File: config.mk
export PLATFORM = sky130hd
export DESIGN_NAME = mem_ctrl_4x8
export DESIGN_NICKNAME = d
export VERILOG_FILES = /design/src/rtl/mem_ctrl_4x8.sv
export SDC_FILE = /design/constraint.sdc
export NUM_CORES = 1
export LEC_CHECK = 0
export BUFFER_PORTS_ARGS = -buffer_cell sky130_fd_sc_hd__buf_2
export CAP_MARGIN = 20
export CORE_ASPECT_RATIO = 1.1
export CORE_MARGIN = 2
export CORE_UTILIZATION = 35
export CTS_BUF_LIST = sky130_fd_sc_hd__clkbuf_8
export CTS_CLUSTER_DIAMETER = 120
export CTS_CLUSTER_SIZE = 8
export DETAILED_ROUTE_END_ITERATION = 8
export HOLD_SLACK_MARGIN = 0.05
export PLACE_DENSITY = 0.68
export SLEW_MARGIN = 15
export SYNTH_ARGS = -nofsm -noshare
export SYNTH_HDL_FRONTEND = slang
export SYNTH_SLANG_ARGS = --single-unit
File: constraint.sdc
create_clock -name clk -period 1.7 [get_ports clk]
set_input_delay 0.34 -clock clk [delete_from_list [all_inputs] [get_ports clk]]
set_output_delay 0.34 -clock clk [all_outputs]
set_load 0.05 [all_outputs]
File: src/rtl/mem_ctrl_4x8.sv
// mem_ctrl_4x8: sole driver of a 4-word x 8-bit level-sensitive storage array.
// It turns valid/ready requests into registered setup/strobe/hold phases on the
// array pins, captures the read data and returns it on a valid/ready response
// channel.
// Optional feature: define MEM_CTRL_WRITE_VERIFY_EN to read back every write
// and flag a mismatch on rsp_err. When the macro is undefined, rsp_err is tied to 0.
module mem_ctrl_4x8 #(
    parameter int ADDR_W      = 2,
    parameter int DATA_W      = 8,
    parameter int WAIT_CYCLES = 1
) (
    input  logic              clk,
    input  logic              rst_n,
    input  logic              req_valid,
    output logic              req_ready,
    input  logic              req_we,
    input  logic [ADDR_W-1:0] req_addr,
    input  logic [DATA_W-1:0] req_wdata,
    output logic              rsp_valid,
    input  logic              rsp_ready,
    output logic [DATA_W-1:0] rsp_rdata,
    output logic              rsp_err,
    output logic              mem_en,
    output logic              mem_we,
    output logic [ADDR_W-1:0] mem_addr,
    output logic [DATA_W-1:0] mem_wdata,
    input  logic [DATA_W-1:0] mem_rdata
);

    // The wait counter counts down to 0, so RDWAIT/VWAIT last WAIT_CYCLES cycles.
    localparam logic [3:0] WAIT_LOAD = 4'(WAIT_CYCLES - 1);

    typedef enum logic [2:0] {
        IDLE, SETUP, STROBE, HOLD, RDWAIT, VSETUP, VWAIT, RESP
    } state_e;

    state_e              state_q;
    logic                we_q;
    logic [3:0]          cnt_q;
    logic                mem_en_q;
    logic                mem_we_q;
    logic [ADDR_W-1:0]   mem_addr_q;
    logic [DATA_W-1:0]   mem_wdata_q;
    logic                rsp_valid_q;
    logic [DATA_W-1:0]   rsp_rdata_q;
`ifdef MEM_CTRL_WRITE_VERIFY_EN
    logic                rsp_err_q;
`endif

    // Sequencer: every array-side pin is a flop, so the array never sees a glitch.
    always_ff @(posedge clk or negedge rst_n) begin
        if (!rst_n) begin
            state_q     <= IDLE;
            we_q        <= 1'b0;
            cnt_q       <= 4'd0;
            mem_en_q    <= 1'b0;
            mem_we_q    <= 1'b0;
            mem_addr_q  <= '0;
            mem_wdata_q <= '0;
            rsp_valid_q <= 1'b0;
            rsp_rdata_q <= '0;
`ifdef MEM_CTRL_WRITE_VERIFY_EN
            rsp_err_q   <= 1'b0;
`endif
        end else begin
            case (state_q)
                IDLE: begin
                    if (req_valid) begin
                        we_q        <= req_we;
                        mem_addr_q  <= req_addr;
                        mem_wdata_q <= req_wdata;
                        mem_en_q    <= 1'b1;
                        state_q     <= SETUP;
                    end
                end
                SETUP: begin
                    if (we_q) begin
                        mem_we_q <= 1'b1;
                        state_q  <= STROBE;
                    end else begin
                        cnt_q   <= WAIT_LOAD;
                        state_q <= RDWAIT;
                    end
                end
                STROBE: begin
                    mem_we_q <= 1'b0;
                    state_q  <= HOLD;
                end
                HOLD: begin
`ifdef MEM_CTRL_WRITE_VERIFY_EN
                    // Keep mem_en high and go read the word back.
                    state_q <= VSETUP;
`else
                    mem_en_q    <= 1'b0;
                    rsp_valid_q <= 1'b1;
                    rsp_rdata_q <= '0;
                    state_q     <= RESP;
`endif
                end
                RDWAIT: begin
                    if (cnt_q == 4'd0) begin
                        mem_en_q    <= 1'b0;
                        rsp_valid_q <= 1'b1;
                        rsp_rdata_q <= mem_rdata;
`ifdef MEM_CTRL_WRITE_VERIFY_EN
                        rsp_err_q   <= 1'b0;
`endif
                        state_q     <= RESP;
                    end else begin
                        cnt_q <= cnt_q - 4'd1;
                    end
                end
`ifdef MEM_CTRL_WRITE_VERIFY_EN
                VSETUP: begin
                    cnt_q   <= WAIT_LOAD;
                    state_q <= VWAIT;
                end
                VWAIT: begin
                    if (cnt_q == 4'd0) begin
                        mem_en_q    <= 1'b0;
                        rsp_valid_q <= 1'b1;
                        rsp_rdata_q <= mem_rdata;
                        rsp_err_q   <= (mem_rdata != mem_wdata_q);
                        state_q     <= RESP;
                    end else begin
                        cnt_q <= cnt_q - 4'd1;
                    end
                end
`endif
                RESP: begin
                    if (rsp_ready) begin
                        rsp_valid_q <= 1'b0;
                        state_q     <= IDLE;
                    end
                end
                default: state_q <= IDLE;
            endcase
        end
    end

    // Ready is gated by rst_n so it drops at once while reset is asserted.
    assign req_ready = rst_n & (state_q == IDLE);
    assign rsp_valid = rsp_valid_q;
    assign rsp_rdata = rsp_rdata_q;
    assign mem_en    = mem_en_q;
    assign mem_we    = mem_we_q;
    assign mem_addr  = mem_addr_q;
    assign mem_wdata = mem_wdata_q;
`ifdef MEM_CTRL_WRITE_VERIFY_EN
    assign rsp_err   = rsp_err_q;
`else
    assign rsp_err   = 1'b0;
`endif

endmodule

==> results.json <==
{
  "wl_met2_um": 1500,
  "fillers": 343,
  "dp_hpwl_um": 2090,
  "synth.distinct_cells": 31,
  "root_buffer": "clkbuf_8",
  "via_per_inst": 4.74,
  "slew_violations": 0,
  "antenna_found_initial": 0,
  "r2r_end": "rsp_rdata[6]",
  "worstPathRequired_ns": 1.36,
  "num_vias": 1077,
  "synth_top_area_share_pct": 54.5,
  "io_pins": 46,
  "gp_congestion": 0.766,
  "finClkSkew_ns": 0.00583,
  "ys_seq_area_share_pct": 54.5,
  "syn_to_final_growth_pct": 37.1,
  "arrival_ns": 1.33,
  "highest_layer": "met4",
  "p_leak_nw": 0.898,
  "grt_max_degree": 30,
  "reg2reg_from": "cnt_q[0]",
  "start_util_pct": 36.4,
  "power_density_nw_per_um2": 2090,
  "worst-setup-path-type": "reg2out",
  "finalInstanceArea_um2": 1830,
  "worstRegToRegCells": 6,
  "first_iter_violations": 17,
  "cp-startpoint": "state_q[1]",
  "setup_viol": 0,
  "io_buffers": 44,
  "nets": 201,
  "cts_tree": "built",
  "holdWs_ns": 0.0807,
  "track_usage_pct": 15.4,
  "tightest_slew_ns": 0.509,
  "min_period_over_period_pct": 98.2,
  "ir_worst_vdd_mv": 1.18,
  "die_w_um": 62.8,
  "maxCapViolations": 0,
  "die_area_um2": 4310,
  "place_area_um2": 1640,
  "dr.pass1.iters": 4,
  "grt_pass1_vias": 1093,
  "syn_area_per_cell_um2": 11.4,
  "coreArea_um2": 3650,
  "worst_setup_path_end_kind": "output pin",
  "grt_pass1_wl_um": 5000,
  "routedWlPerCell_um": 13.4,
  "wirelength_um": 3050,
  "multiInputGateArea_um2": 548,
  "cp-start-kind": "register",
  "fmax_ghz": 0.599,
  "path_max_fanout": 5,
  "rows": 23,
  "ff2ff_setup_slack_ns": 0.03,
  "outcome": "completed",
  "cts_buffers": 5,
  "maxSlewHeadroom_pct": 65.9,
  "register_area_um2": 729,
  "synth_warnings": 0,
  "fin_crit_ns": 1.67,
  "yosys.area.top_type": "dfrtp_1",
  "drive_gt1_share_pct": 44.6,
  "netlist_instances": 117,
  "ant_nets": 0,
  "grt_overflow": 0,
  "wl_met1_um": 1270,
  "antennaDiodeCount": 0,
  "htree_levels": 2,
  "path_clk_slew_ns": 0.06,
  "hold_viol_final": 0,
  "synthTopCellsByArea": "dfrtp_1, mux2i_1, mux2_1",
  "die_y_um": 68.7,
  "wl_met3_um": 226,
  "synth_area_um2": 1330,
  "min_path_type": "in2async",
  "insertion_delay_ns": 0.28,
  "synth-seq-cells": 29,
  "syn-num-nets": 141,
  "cts_sinks": 29,
  "clockBufferDepth": 2,
  "drc": 0
}
metrics by stage:
stage	total power (W)	setup TNS [ns]	setup slack, ns	std cells	utilization [%]
after floorplan	0.00266	0	0.148	117	-
after global placement	0.00305	0	0.154	212	45.0
after detailed placement	0.00312	0	0.0184	212	45.0
after CTS	0.00376	0	0.00903	221	48.1
after global routing	0.00402	-0.0259	-0.0147	227	49.9
final	0.00381	0	0.0301	227	49.9
cell usage after synthesis, drive strengths merged:
| master | number |
|---|---|
| a21o | 1 |
| a21oi | 2 |
| a31oi | 2 |
| buf | 7 |
| conb | 1 |
| dfrtp | 29 |
| ha | 1 |
| inv | 13 |
| mux2 | 11 |
| mux2i | 11 |
| nand2 | 14 |
| nand3 | 3 |
| nand3b | 1 |
| nor2 | 3 |
| nor2b | 1 |
| nor3 | 1 |
| nor3b | 2 |
| nor4b | 2 |
| o211ai | 1 |
| o21ai | 6 |
| o22ai | 1 |
| o32a | 1 |
| or3b | 2 |
| or4b | 1 |
placed cells by master (no fill, tap or decap), drive strengths merged, types with 2 or more instances in the layout:
| cell type | instances |
|---|---|
| nand3 | 3 |
| nor3b | 2 |
| mux2i | 11 |
| inv | 14 |
| or3b | 2 |
| a31oi | 2 |
| mux2 | 11 |
| clkbuf | 6 |
| dfrtp | 29 |
| nand2 | 14 |
| buf | 60 |
| o21ai | 6 |
| nor2 | 3 |
| a21oi | 2 |
| nor4b | 2 |
sequential cells by signal, indices dropped and copies added (netlist names):
signal	count
state_q	3
mem_en	1
rsp_valid	1
mem_we	1
mem_addr	2
mem_wdata	8
rsp_rdata	8
we_q	1
cnt_q	4
critical path, stage by stage (launching register included):
cell and delay (ns):
dfrtp_2 0.44, buf_4 0.16, nor4b_4 0.26, buf_6 0.19
area by class of cell:
| type | instances | share of cell area, % |
|---|---|---|
| Sequential cell | 29 | 40.0 |
| Clock buffer | 6 | 4.52 |
| Inverter | 13 | 2.67 |
| Multi-Input combinational cell | 68 | 30.0 |
| Clock inverter | 1 | 0.206 |
| Timing Repair Buffer | 60 | 19.2 |
| Tap cell | 50 | 3.43 |
per-layer routing:
layer	track usage (%)	vias to the layer above
li1	-	511
met1	16.5	521
met2	27.4	40
met3	6.17	5
met4	6.67	0
met5	0	-
cells by family after synthesis:
group / count (synthesis) / synth area share, %
simple gates: 30 / 13.0
flops: 29 / 54.5
mux: 22 / 17.6
buf+inv: 20 / 7.14
compound gates: 14 / 6.58
fa+ha+maj: 1 / 0.940
other cells: 1 / 0.282
what timing repair did:
item | 4_1_cts | 5_1_grt
setup endpoints to repair | 2 | 6
gates cloned | 0 | 1
endpoints found under the hold margin | 0 | 0
pin swaps | 0 | 1
setup buffers | 2 | 5
gates resized for setup | 6 | 6
hold buffers | 0 | 0
worst max-delay path by stage:
stage                               to  slack (ns)  cells past startpoint
after global placement    rsp_rdata[3]        0.15                      6
after global routing      rsp_rdata[6]       -0.01                      6
final                        req_ready        0.03                      3
after CTS                 rsp_rdata[6]       0.009                      6
after detailed placement  rsp_rdata[6]        0.02                      6
after floorplan              req_ready        0.15                      2
power breakdown:
| group | switching [W] | total (W) | internal [W] | leakage [nW] |
|---|---|---|---|---|
| clock network | 0.000248 | 0.000562 | 0.000314 | 0.0485 |
| logic | 0.00142 | 0.00210 | 0.000685 | 0.486 |
| registers | 0.000166 | 0.00114 | 0.000979 | 0.364 |
No activity file was read; power rests on OpenSTA's default activity.
